**src/rtl/branch_resolve_unit.sv**
```systemverilog
// branch_resolve_unit: resolves conditional branches, JAL and JALR in execute.
// The result is registered behind a valid/ready handshake. A 2-bit saturating
// branch history table gives fetch its direction predictions.
// Optional feature: define BRU_STATS_EN to enable the saturating statistics
// counters. When the macro is undefined, stat_branches_o and stat_mispred_o are 0.
module branch_resolve_unit #(
  parameter int         N         = 32,
  parameter int         BHT_DEPTH = 64,
  parameter logic [1:0] BHT_INIT  = 2'b01
) (
  input  logic         clk_i,
  input  logic         rst_i,
  input  logic         flush_i,
  input  logic         valid_i,
  output logic         ready_o,
  input  logic         is_branch_i,
  input  logic         is_jal_i,
  input  logic         is_jalr_i,
  input  logic [2:0]   funct3_i,
  input  logic [N-1:0] data1_i,
  input  logic [N-1:0] data2_i,
  input  logic [N-1:0] pc_i,
  input  logic [N-1:0] imm_i,
  input  logic         pred_taken_i,
  input  logic [N-1:0] pred_target_i,
  input  logic [N-1:0] lookup_pc_i,
  output logic         pred_taken_o,
  output logic         valid_o,
  input  logic         ready_i,
  output logic         taken_o,
  output logic [N-1:0] target_o,
  output logic         mispredict_o,
  output logic [N-1:0] redirect_pc_o,
  output logic         illegal_o,
  output logic [31:0]  stat_branches_o,
  output logic [31:0]  stat_mispred_o
);

  localparam int IDX_W = $clog2(BHT_DEPTH);

  // ---------------------------------------------------------------------------
  // Handshake
  // ---------------------------------------------------------------------------
  logic valid_q, valid_d;
  logic accept;
  logic fire;

  assign ready_o = ~valid_q | ready_i;
  assign accept  = valid_i & ready_o & ~flush_i;
  assign fire    = valid_q & ready_i;

  // ---------------------------------------------------------------------------
  // Condition evaluation: full-width signed and unsigned compares
  // ---------------------------------------------------------------------------
  logic cmp_eq, cmp_lt_s, cmp_lt_u;
  logic cond_true;
  logic bad_funct3;

  assign cmp_eq   = (data1_i == data2_i);
  assign cmp_lt_s = ($signed(data1_i) < $signed(data2_i));
  assign cmp_lt_u = (data1_i < data2_i);

  // Decode funct3 into a branch outcome; codes 2 and 3 are reserved
  always_comb begin
    cond_true  = 1'b0;
    bad_funct3 = 1'b0;
    case (funct3_i)
      3'd0:    cond_true = cmp_eq;
      3'd1:    cond_true = ~cmp_eq;
      3'd4:    cond_true = cmp_lt_s;
      3'd5:    cond_true = ~cmp_lt_s;
      3'd6:    cond_true = cmp_lt_u;
      3'd7:    cond_true = ~cmp_lt_u;
      default: bad_funct3 = 1'b1;
    endcase
  end

  // ---------------------------------------------------------------------------
  // Resolution: JALR > JAL > branch > nothing
  // ---------------------------------------------------------------------------
  logic [N-1:0] pc_imm;
  logic [N-1:0] jalr_sum;
  logic [N-1:0] pc_plus4;
  logic         res_taken;
  logic [N-1:0] res_target;
  logic         res_illegal;
  logic         res_cond_branch;
  logic [N-1:0] res_redirect;
  logic         res_mispredict;

  assign pc_imm   = pc_i + imm_i;
  assign jalr_sum = data1_i + imm_i;
  assign pc_plus4 = pc_i + N'(4);

  // Pick direction and target for the instruction class that wins priority
  always_comb begin
    res_taken       = 1'b0;
    res_target      = pc_imm;
    res_illegal     = 1'b0;
    res_cond_branch = 1'b0;
    if (is_jalr_i) begin
      res_taken  = 1'b1;
      res_target = {jalr_sum[N-1:1], 1'b0};
    end else if (is_jal_i) begin
      res_taken  = 1'b1;
    end else if (is_branch_i) begin
      res_taken       = cond_true & ~bad_funct3;
      res_illegal     = bad_funct3;
      res_cond_branch = ~bad_funct3;
    end
  end

  assign res_redirect   = res_taken ? res_target : pc_plus4;
  assign res_mispredict = (res_taken != pred_taken_i) |
                          (res_taken & (res_target != pred_target_i));

  // ---------------------------------------------------------------------------
  // Output register
  // ---------------------------------------------------------------------------
  logic         taken_q, taken_d;
  logic [N-1:0] target_q, target_d;
  logic         mispredict_q, mispredict_d;
  logic [N-1:0] redirect_q, redirect_d;
  logic         illegal_q, illegal_d;

  // Next state of the result stage: flush drops, accept loads, fire empties
  always_comb begin
    valid_d      = valid_q;
    taken_d      = taken_q;
    target_d     = target_q;
    mispredict_d = mispredict_q;
    redirect_d   = redirect_q;
    illegal_d    = illegal_q;
    if (flush_i) begin
      valid_d = 1'b0;
    end else if (accept) begin
      valid_d      = 1'b1;
      taken_d      = res_taken;
      target_d     = res_target;
      mispredict_d = res_mispredict;
      redirect_d   = res_redirect;
      illegal_d    = res_illegal;
    end else if (fire) begin
      valid_d = 1'b0;
    end
  end

  // Result stage registers, cleared by reset
  always_ff @(posedge clk_i) begin
    if (rst_i) begin
      valid_q      <= 1'b0;
      taken_q      <= 1'b0;
      target_q     <= '0;
      mispredict_q <= 1'b0;
      redirect_q   <= '0;
      illegal_q    <= 1'b0;
    end else begin
      valid_q      <= valid_d;
      taken_q      <= taken_d;
      target_q     <= target_d;
      mispredict_q <= mispredict_d;
      redirect_q   <= redirect_d;
      illegal_q    <= illegal_d;
    end
  end

  assign valid_o       = valid_q;
  assign taken_o       = taken_q;
  assign target_o      = target_q;
  assign mispredict_o  = mispredict_q;
  assign redirect_pc_o = redirect_q;
  assign illegal_o     = illegal_q;

  // ---------------------------------------------------------------------------
  // Branch history table: flop array so every entry resets to BHT_INIT and the
  // fetch-side lookup can be read combinationally.
  // ---------------------------------------------------------------------------
  logic [1:0]       bht_q [BHT_DEPTH];
  logic [IDX_W-1:0] upd_idx;
  logic [IDX_W-1:0] lk_idx;
  logic [1:0]       upd_cnt;
  logic [1:0]       upd_cnt_d;
  logic             bht_we;
  logic             unused_pc_bits;

  assign upd_idx = pc_i[IDX_W+1:2];
  assign lk_idx  = lookup_pc_i[IDX_W+1:2];
  assign bht_we  = accept & res_cond_branch;
  assign upd_cnt = bht_q[upd_idx];

  // Lookup reads the registered counter, so a same-cycle update is not visible
  assign pred_taken_o = bht_q[lk_idx][1];

  assign unused_pc_bits = ^{lookup_pc_i[N-1:IDX_W+2], lookup_pc_i[1:0]};

  // Saturating increment on taken, decrement on not-taken
  always_comb begin
    upd_cnt_d = upd_cnt;
    if (res_taken) begin
      if (upd_cnt != 2'b11) upd_cnt_d = upd_cnt + 2'd1;
    end else begin
      if (upd_cnt != 2'b00) upd_cnt_d = upd_cnt - 2'd1;
    end
  end

  for (genvar gi = 0; gi < BHT_DEPTH; gi++) begin : g_bht
    // One counter per entry, written only by an accepted legal branch at its index
    always_ff @(posedge clk_i) begin
      if (rst_i) begin
        bht_q[gi] <= BHT_INIT;
      end else if (bht_we && (upd_idx == IDX_W'(gi))) begin
        bht_q[gi] <= upd_cnt_d;
      end
    end
  end

  // ---------------------------------------------------------------------------
  // Statistics
  // ---------------------------------------------------------------------------
`ifdef BRU_STATS_EN
  logic        cond_br_q;
  logic [31:0] stat_br_q;
  logic [31:0] stat_mp_q;

  // Remember whether the held result is a legal conditional branch
  always_ff @(posedge clk_i) begin
    if (rst_i) begin
      cond_br_q <= 1'b0;
    end else if (accept) begin
      cond_br_q <= res_cond_branch;
    end
  end

  // Count results as they leave the unit; counters stick at all-ones
  always_ff @(posedge clk_i) begin
    if (rst_i) begin
      stat_br_q <= '0;
      stat_mp_q <= '0;
    end else if (fire) begin
      if (cond_br_q && (stat_br_q != 32'hFFFF_FFFF)) stat_br_q <= stat_br_q + 32'd1;
      if (mispredict_q && (stat_mp_q != 32'hFFFF_FFFF)) stat_mp_q <= stat_mp_q + 32'd1;
    end
  end

  assign stat_branches_o = stat_br_q;
  assign stat_mispred_o  = stat_mp_q;
`else
  assign stat_branches_o = 32'd0;
  assign stat_mispred_o  = 32'd0;
`endif

endmodule

```
**config.mk**
```make
export PLATFORM = sky130hd
export DESIGN_NAME = branch_resolve_unit
export DESIGN_NICKNAME = d
export VERILOG_FILES = /design/src/rtl/branch_resolve_unit.sv
export SDC_FILE = /design/constraint.sdc
export NUM_CORES = 1
export LEC_CHECK = 0
export BUFFER_PORTS_ARGS = -buffer_cell sky130_fd_sc_hd__buf_4
export CAP_MARGIN = 10
export CORE_UTILIZATION = 57
export CTS_CLUSTER_DIAMETER = 80
export DETAILED_ROUTE_END_ITERATION = 10
export PLACE_DENSITY = 0.88
export SYNTH_ARGS = -nofsm -noshare
export SYNTH_HDL_FRONTEND = slang
export SYNTH_SLANG_ARGS = --single-unit
```
**constraint.sdc**
```tcl
create_clock -name clk_i -period 5.9 [get_ports clk_i]
set_clock_uncertainty 0.2 [all_clocks]
set_input_delay 1.18 -clock clk_i [delete_from_list [all_inputs] [get_ports clk_i]]
set_output_delay 1.18 -clock clk_i [all_outputs]
set_load 0.02 [all_outputs]
```
==> metrics.yaml, run 1 <==
synth.avg_cell_area_um2: 9.01
synth-seq-cells: 196
fmax_mhz: 199
cts_tree: "built"
die_w_um: 171
dr.pass1.iters: 6
whs_endpoint: "redirect_pc_o[18]"
setup.worst_path.start: "data1_i[2]"
antenna_found_initial: 4
syn_inst: 1812
hp-class: "reg -> reg"
syn-cell-area_mm2: 0.0163
post_cts_buffers: 0
power_density_mw_per_mm2: 217
grt_max_degree: 123
cts.path.max_buffers: 2
post-route-util: 0.667
grt_pass1_vias: 14300
hold_viol_final: 0
maxCapViolations: 0
root_buffer: "clkbuf_16"
yosysSeqAreaShare: 0.319
ys_types: 83
drtIter0Drc: 2043
wl_um: 55100
crit-reg2reg-capture: "bht_q[2][0]"
async_flop_share: 0
cp-start-kind: "input port"
io_buffer_count: 247
power.leakage_nw: 7.14
postCtsResizedCells: 0
grt_setup_unrepaired: "no"
design.die.area_mm2: 0.0293
fp.dieH_um: 171
io_pins: 338
synth_edf_count: 128
grt_pass1_wl_um: 81000
setup_ws_ns: 0.872
numClockSinks: 196
worstPathRequired_ns: 6.04
min_path_cells: 2
r2r_setup_slack_ns: 2.33
core-area_mm2: 0.0280
vias: 15500
place_ws_ns: 0.524
start_util: 0.583
fin_nets: 2281
via_per_inst: 6.54
reg2reg_depth: 9
cts_made_buffers: 17
ctsHoldBuffers: 0
finalCriticalPeriod_ns: 5.03
syn_to_final_growth_pct: 14.4
track_usage: 0.372
htree_levels: 4
max-vdd-ir-drop_uv: 211
outcome: "complete, no violations"
timing.setup.tns_ns: 0
drive_gt1_frac: 0.194
maxSlewHeadroom: 0.250
setup_viol: 0
ys.flop_type: "edfxtp_1"
route.detailed.drc: 0
ant_nets: 0
worstMarginPinSlew_ns: 1.13
report.final.slew_viol_count: 0
critPathKind: "in -> reg"
period_share: 0.852
synth_warnings: 0
routedWlPerCell_um: 23.2
path_max_fanout: 6
clock_latency_ns: 0.45
gr-total-overflow: 0
reg2reg_from: "bht_q[47][1]"
hp-start: "redirect_pc_o[18]"
cp-end-kind: "flop"
clk_pin_slew_ns: 0.07
rows: 61
hpwl_um: 42400
crit_arrival_ns: 5.16
gp_congestion: 0.985
## kinds of logic after synthesis
| logic type | synth area share |
|---|---|
| AO/OA/AOI/OAI | 0.175 |
| XOR/XNOR | 0.0653 |
| adder cells (fa/ha/maj) | 0.0781 |
| buffers and inverters | 0.0734 |
| flip-flops | 0.319 |
| multiplexers | 0.106 |
| other | 0.000230 |
| AND/OR/NAND/NOR | 0.184 |
## per-stage QoR
| stage | power, mW | hold slack [ns] | cells | instance area [µm²] |
|---|---|---|---|---|
| after floorplan | 2.47 | 0.330 | 1875 | 16600 |
| after global placement | 2.89 | 0.243 | 2337 | 18100 |
| after detailed placement | 2.92 | 0.248 | 2337 | 18100 |
| after CTS | 4.00 | 0.256 | 2369 | 18700 |
| after global routing | 4.18 | 0.275 | 2373 | 18700 |
| final | 4.05 | 0.254 | 2374 | 18700 |
## sequential cells by signal, summed over array words and instances, names as in the netlist
name and count:
redirect_pc_o 32, valid_o 1, taken_o 1, mispredict_o 1
target_o 32, bht_q 128, illegal_o 1
## worst max-delay path: stages
cell and delay [ns]:
buf_4 0.12, ha_1 0.39, a21oi_1 0.13, a211o_1 0.37, a211o_1 0.34, a21oi_1 0.48, o41ai_2 0.23, o311ai_1 0.79
o21ai_0 0.21, nor4b_1 0.39, nand4_1 0.20, o31a_1 0.32
## synth_stat cells (all sizes together), types with 3 or more instances
master   number  share of area
o31ai         4         0.0018
xnor3         3         0.0041
and3          9         0.0035
o21ai        56          0.017
a221oi        3         0.0016
nand3b        3         0.0014
edfxtp      128           0.24
dfxtp        68          0.083
o21a         12         0.0055
ha           97          0.074
nand2       250          0.058
mux2          4         0.0028
o22ai         5         0.0019
o311ai        3         0.0021
mux2i        26          0.016
and2         15         0.0058
o211a         6         0.0037
inv          50          0.012
nor3         30         0.0092
xor2         55          0.030
and4          7         0.0038
buf          98          0.041
a21o         31          0.014
xnor2        59          0.032
a211o         3         0.0016
a21oi       131          0.040
nor2b         9         0.0035
o21bai       72          0.033
clkbuf       91          0.021
o211ai       18         0.0083
nand2b       12         0.0046
nand3        38          0.012
o32ai         3         0.0016
o2111ai       5         0.0027
a211oi       42          0.019
nor3b         5         0.0023
nand4        31          0.013
nor4         71          0.027
or2           5         0.0019
mux4         63          0.087
a31oi        10         0.0038
or4           5         0.0025
nor2        134          0.031
or3           4         0.0015
## layout by cell type, fill, tap and decap left out, drive strengths merged, types with 6 or more instances in the layout
cell    Yosys  layout
buf        98     273
nand2     250     250
nor2      134     134
a21oi     131     131
edfxtp    128     128
ha         97      97
o21bai     72      72
nor4       71      71
dfxtp      68      68
conb        1      64
mux4       63      63
xnor2      59      59
o21ai      56      56
xor2       55      55
inv        50      55
a211oi     42      42
nand3      38      38
a21o       31      31
nand4      31      31
nor3       30      30
mux2i      26      26
o211ai     18      18
clkbuf     91      18
and2       15      15
nand2b     12      12
o21a       12      12
a31oi      10      10
nor2b       9       9
and3        9       9
clkinv      1       9
and4        7       7
o211a       6       6
## power breakdown
group	switching, mW	internal [mW]	total, mW
registers	0.0297	1.51	1.54
clock network	0.558	0.553	1.11
logic	0.863	0.538	1.40
total	1.45	2.60	4.05
## layer usage
layer | wire [µm] | vias to the layer above | GRT usage
met4 | 2160 | 0 | 0.144
met2 | 24800 | 1144 | 0.581
met3 | 7350 | 157 | 0.0660
li1 | - | 6913 | -
met5 | 0 | - | 0
met1 | 20700 | 7318 | 0.513
## worst max path at each step
stage                   endpoint  slack, ns  cells after the start
finish              mispredict_o       0.87                     12
global route        mispredict_o       0.80                     13
CTS                 mispredict_o       0.97                     12
detailed placement  mispredict_o       0.52                     12
global placement    mispredict_o       0.56                     12
floorplan           pred_taken_o       0.86                      5
## layout make-up
class	count	area, µm²
clock inverter	14	123
timing repair buffer	273	2060
clock buffer	18	429
tap	378	473
inverter	51	191
antenna	5	12.5
sequential	196	5200
fill	2198	9340
multi-input combinational	1439	10200
(Power assumes the default switching activity.)
==> inputs of run 2 (changes only) <==
--- a/config.mk
+++ b/config.mk
@@ -7,10 +7,12 @@
 export LEC_CHECK = 0
 export BUFFER_PORTS_ARGS = -buffer_cell sky130_fd_sc_hd__buf_4
 export CAP_MARGIN = 10
-export CORE_UTILIZATION = 57
+export CELL_PAD_IN_SITES_DETAIL_PLACEMENT = 1
+export CELL_PAD_IN_SITES_GLOBAL_PLACEMENT = 1
+export CORE_UTILIZATION = 40
 export CTS_CLUSTER_DIAMETER = 80
 export DETAILED_ROUTE_END_ITERATION = 10
-export PLACE_DENSITY = 0.88
+export PLACE_DENSITY = 0.83
 export SYNTH_ARGS = -nofsm -noshare
 export SYNTH_HDL_FRONTEND = slang
 export SYNTH_SLANG_ARGS = --single-unit
==> metrics.yaml, run 2 (synthesized netlist as in run 1, its figures left out) <==
outcome: "complete, no violations"
antennaDiodeCount: 0
route.detailed.drc: 0
setup.worst_path.start: "data1_i[10]"
largest_register: "bht_q"
maxCapViolations: 0
hold_viol_final: 0
critPathKind: "in -> reg"
cp-end-kind: "flop"
hp-class: "reg -> reg"
holdWs_ns: 0.261
antenna_found_initial: 0
crit_arrival_ns: 5.12
hp-start: "redirect_pc_o[20]"
post_cts_buffers: 0
grt_max_degree: 114
setup_viol: 0
clock_latency_ns: 0.45
fmax_mhz: 201
start_util: 0.408
clkPwrFrac: 0.265
placed_cells: 2490
power.leakage_nw: 7.15
htree_levels: 4
cts.path.max_buffers: 2
grt_pass1_wl_um: 91400
met1_length_um: 25800
vias: 15500
gr-total-overflow: 0
timing.setup.tns_ns: 0
cp-start-kind: "input port"
sw_frac_of_total: 0.360
final_cell_mix: "277 x buf_4, 250 x nand2_1, 134 x nor2_1"
core-area_mm2: 0.0400
fp.dieH_um: 204
power_density_mw_per_mm2: 215
track_usage: 0.292
wl_um: 61700
cts_made_buffers: 17
layout_commonest_cell: "buf_4"
grt_setup_unrepaired: "no"
hpwl_um: 48400
finalCriticalPeriod_ns: 4.98
io_buffer_count: 247
maxSlewHeadroom: 0.258
power_frac_comb: 0.356
final_cells: 2522
root_buffer: "clkbuf_16"
gp_congestion: 0.981
intPower_mw: 2.60
finalPower_mw: 4.06
postCtsResizedCells: 0
drtIter0Drc: 1332
report.final.slew_viol_count: 0
routedWlPerCell_um: 24.5
seq_power_share: 0.379
dr.pass1.iters: 5
fin_nets: 2287
period_share: 0.844
die_w_um: 204
reg2reg_from: "bht_q[51][1]"
grt_pass1_vias: 15400
io_pins: 338
design.die.area_mm2: 0.0416
syn_to_final_growth_pct: 15.6
drive_gt1_frac: 0.195
ant_nets: 0
switching_power_mw: 1.46
wl_met2_um: 28100
via_per_inst: 6.15
clk_pin_slew_ns: 0.07
worstPathRequired_ns: 6.04
largest_reg_flops: 128
top_layer_used: "met5"
max-vdd-ir-drop_uv: 205
ctsHoldBuffers: 0
path_max_fanout: 10
cts_tree: "built"
worstMarginPinSlew_ns: 1.11
dr_wl_met3_um: 5260
numClockSinks: 196
rows: 73
==> run 2: worst max-delay path: stages <==
cell and delay (ns):
buf_4 0.12, ha_1 0.43, a21oi_1 0.29, o21ai_0 0.23, a21oi_1 0.24, a21oi_1 0.22
o41ai_2 0.84, xnor2_1 0.22, xnor2_1 0.22, a21oi_1 0.09, nor4_1 0.37, nand4_1 0.30
o31a_1 0.36
==> run 2: power by group through the flow <==
stage | Sequential, mW | Combinational [mW] | Clock, mW
2_1_floorplan | 1.60 | 0.874 | 0
6_report | 1.54 | 1.44 | 1.08
4_1_cts | 1.54 | 1.42 | 1.08
5_1_grt | 1.54 | 1.54 | 1.13
3_5_place_dp | 1.57 | 1.41 | 0
3_3_place_gp | 1.56 | 1.37 | 0
==> run 2: layer usage <==
metal | track usage | up-vias
met1 | 0.392 | 7699
li1 | - | 6925
met4 | 0.122 | 2
met5 | 0.00476 | -
met3 | 0.0593 | 138
met2 | 0.456 | 758
==> run 2: metrics by stage <==
step	utilization	area (µm²)	worst slack [ns]
after global routing	0.472	18900	0.791
final	0.472	18900	0.921
after CTS	0.472	18900	0.977
after detailed placement	0.459	18300	0.515
after global placement	0.459	18300	0.588
after floorplan	-	16600	0.859
==> run 2: worst paths after layout <==
path	endpoint	slack, ns	depth (start not counted)
min reg2reg	redirect_pc_o[20]	0.26	2
max	mispredict_o	0.92	13
min	redirect_pc_o[20]	0.26	2
max reg2reg	bht_q[34][0]	2.54	9
==> run 2: layout make-up <==
class                      instances  area (µm²)
clock buffer                      22         444
clock inverter                    10        76.3
fill                            4699       21100
inverter                          51         191
multi-input combinational       1439       10200
sequential                       196        5200
tap                              525         657
timing repair buffer             279        2120
==> inputs of run 3 (changes only) <==
--- a/config.mk
+++ b/config.mk
@@ -5,6 +5,7 @@
 export SDC_FILE = /design/constraint.sdc
 export NUM_CORES = 1
 export LEC_CHECK = 0
+export ABC_AREA = 1
 export BUFFER_PORTS_ARGS = -buffer_cell sky130_fd_sc_hd__buf_4
 export CAP_MARGIN = 10
 export CELL_PAD_IN_SITES_DETAIL_PLACEMENT = 1
@@ -12,7 +13,7 @@
 export CORE_UTILIZATION = 40
 export CTS_CLUSTER_DIAMETER = 80
 export DETAILED_ROUTE_END_ITERATION = 10
-export PLACE_DENSITY = 0.83
+export PLACE_DENSITY = 0.88
 export SYNTH_ARGS = -nofsm -noshare
 export SYNTH_HDL_FRONTEND = slang
 export SYNTH_SLANG_ARGS = --single-unit
==> constraint.sdc (replaced) <==
create_clock -name clk_i -period 4.88 [get_ports clk_i]
set_clock_uncertainty 0.2 [all_clocks]
set_input_delay 0.976 -clock clk_i [delete_from_list [all_inputs] [get_ports clk_i]]
set_output_delay 0.976 -clock clk_i [all_outputs]
set_load 0.02 [all_outputs]
==> metrics.yaml, run 3 <==
setup_viol: 0
htree_levels: 4
grt_max_degree: 82
worstMarginPinSlew_ns: 1.05
cp-end-kind: "output pin"
clock_latency_ns: 0.47
power.leakage_nw: 10.1
cts_tree: "built"
root_buffer: "clkbuf_16"
synthTopCellsByArea: "edfxtp_1 21%, nand2_1 18%, inv_1 9.8%"
r2r_setup_slack_ns: 2.11
hp-class: "reg -> reg"
cts_made_buffers: 17
final_cell_mix: "853 x nand2_1, 472 x inv_1, 293 x nor2_1"
rows: 77
clk_pin_slew_ns: 0.07
crit_chain: "buf_4, clkinv_1, buf_4, nand2_1, o21ai_0, a211oi_1, nor2_1, a211oi_1, o31ai_1, buf_4"
fin_nets: 3402
core-area_mm2: 0.0444
gr-total-overflow: 0
start_util: 0.407
maxSlewHeadroom: 0.299
path_max_fanout: 39
postCtsResizedCells: 0
largest_register: "bht_q"
fp.dieH_um: 215
gp_congestion: 0.984
syn_to_final_growth_pct: 15.3
synth-seq-cells: 196
die_w_um: 215
synth_warnings: 0
holdWs_ns: 0.270
antenna_found_initial: 1
synth.avg_cell_area_um2: 6.20
critPathMaxStageDelay_ns: 0.47
cp-start-kind: "input port"
crit-reg2reg-capture: "bht_q[32][0]"
hpwl_um: 60500
ys_types: 49
grt_pass1_wl_um: 116000
async_flop_share: 0
vias: 20300
yosysSeqAreaShare: 0.288
drive_gt1_frac: 0.106
grt_setup_unrepaired: "no"
timing.setup.tns_ns: 0
report.final.slew_viol_count: 0
multi_input_area_mm2: 0.0104
cts.path.max_buffers: 2
routedWlPerCell_um: 20.4
drtIter0Drc: 1506
grt_pass1_vias: 20700
setup.worst_path.start: "lookup_pc_i[2]"
netlist.area_leader.share: 0.212
critPathKind: "in -> out"
wl_um: 75700
syn_inst: 2917
via_per_inst: 5.48
cp_slowest_cell: "a211oi_1"
hold_viol_final: 0
register_area_mm2: 0.00520
ctsHoldBuffers: 0
post_cts_buffers: 0
route.detailed.drc: 0
fmax_mhz: 237
synthTopCellsByCount: "853 x nand2_1, 473 x inv_1, 293 x nor2_1"
ant_nets: 0
maxCapViolations: 0
outcome: "complete, no violations"
reg2reg_from: "bht_q[25][1]"
largest_reg_flops: 128
worstPathRequired_ns: 3.70
reg2reg_depth: 11
numClockSinks: 196
track_usage: 0.325
crit_top_cell: "buf_4"
fillCellCount: 6130
io_pins: 338
ys.flop_type: "edfxtp_1"
max-vdd-ir-drop_uv: 238
io_buffer_count: 247
syn-cell-area_mm2: 0.0181
finalCriticalPeriod_ns: 4.21
setup.worst_path.end: "pred_taken_o"
synth_area_leader_cell: "edfxtp_1"
period_share: 0.863
dr.pass1.iters: 5
yosysMostFrequentCell: "nand2_1"
crit_arrival_ns: 3.04
design.die.area_mm2: 0.0461
power_density_mw_per_mm2: 245
layout_commonest_cell: "nand2_1"
synth_edf_count: 128
-- run 3: cell types whose count changed after synthesis, moves of 46 or more --
cell,previous run,this run
inv_1,50,473
nand2_1,250,853
nor4_1,71,1
xnor2_1,59,5
nor2_1,134,293
nor3_1,30,76
mux4_2,63,0
nand3_1,38,219
o21bai_1,72,4
o21ai_0,49,182
-- run 3: kinds of logic after synthesis --
logic type / after synthesis / synth area share
adders and majority gates: 99 / 0.0693
xor gates and xnor gates: 29 / 0.0140
and+or+nand+nor: 1508 / 0.346
buffers and inverters: 650 / 0.151
AOI/OAI and AO/OA: 434 / 0.132
DFF: 196 / 0.288
other: 1 / 0.000207
-- run 3: where the power goes --
| part | switching [mW] | total (mW) | internal [mW] |
|---|---|---|---|
| sequential | 0.0441 | 1.86 | 1.82 |
| combinational | 1.23 | 1.79 | 0.565 |
| clock | 0.758 | 1.46 | 0.699 |
-- run 3: critical path, delay by kind of cell --
kind | cells | cell delay (ns)
simple gates | 2 | 0.23
compound gates | 4 | 0.90
buf+inv | 4 | 0.91
-- run 3: cell type report --
type / instances / area share
antenna: 2 / 0.000240
clock buffer: 18 / 0.0206
clock inverter: 14 / 0.00852
inverter: 481 / 0.0868
multi-input combinational: 2134 / 0.499
sequential: 196 / 0.249
tap: 592 / 0.0355
timing repair buffer: 269 / 0.100
-- run 3: metrics by stage --
step                      setup WS (ns)  instance area, µm²  cells  power, mW   util
after floorplan                    1.11               18300   2980       3.00      -
after global placement            0.561               20300   3672       3.59  0.456
after detailed placement          0.471               20300   3672       3.66  0.456
after CTS                         0.707               20900   3704       5.10  0.470
after global routing              0.579               20900   3704       5.35  0.470
final                             0.667               20900   3706       5.11  0.470
-- run 3: worst min path at each step --
stage                                  from                 to  slack [ns]  cells past startpoint
after floorplan                   illegal_o          illegal_o        0.35                      2
after global placement    redirect_pc_o[14]  redirect_pc_o[14]        0.26                      2
after detailed placement  redirect_pc_o[13]  redirect_pc_o[13]        0.26                      2
after CTS                 redirect_pc_o[13]  redirect_pc_o[13]        0.27                      2
after global routing      redirect_pc_o[30]  redirect_pc_o[30]        0.29                      2
final                     redirect_pc_o[30]  redirect_pc_o[30]        0.27                      2
-- run 3: layer usage --
metal / vias to the layer above / global-route usage / routed length (µm)
met5: - / 0 / 0
met4: 0 / 0.142 / 3330
met3: 150 / 0.0528 / 5110
met2: 801 / 0.572 / 37100
met1: 9739 / 0.387 / 30100
li1: 9604 / - / -
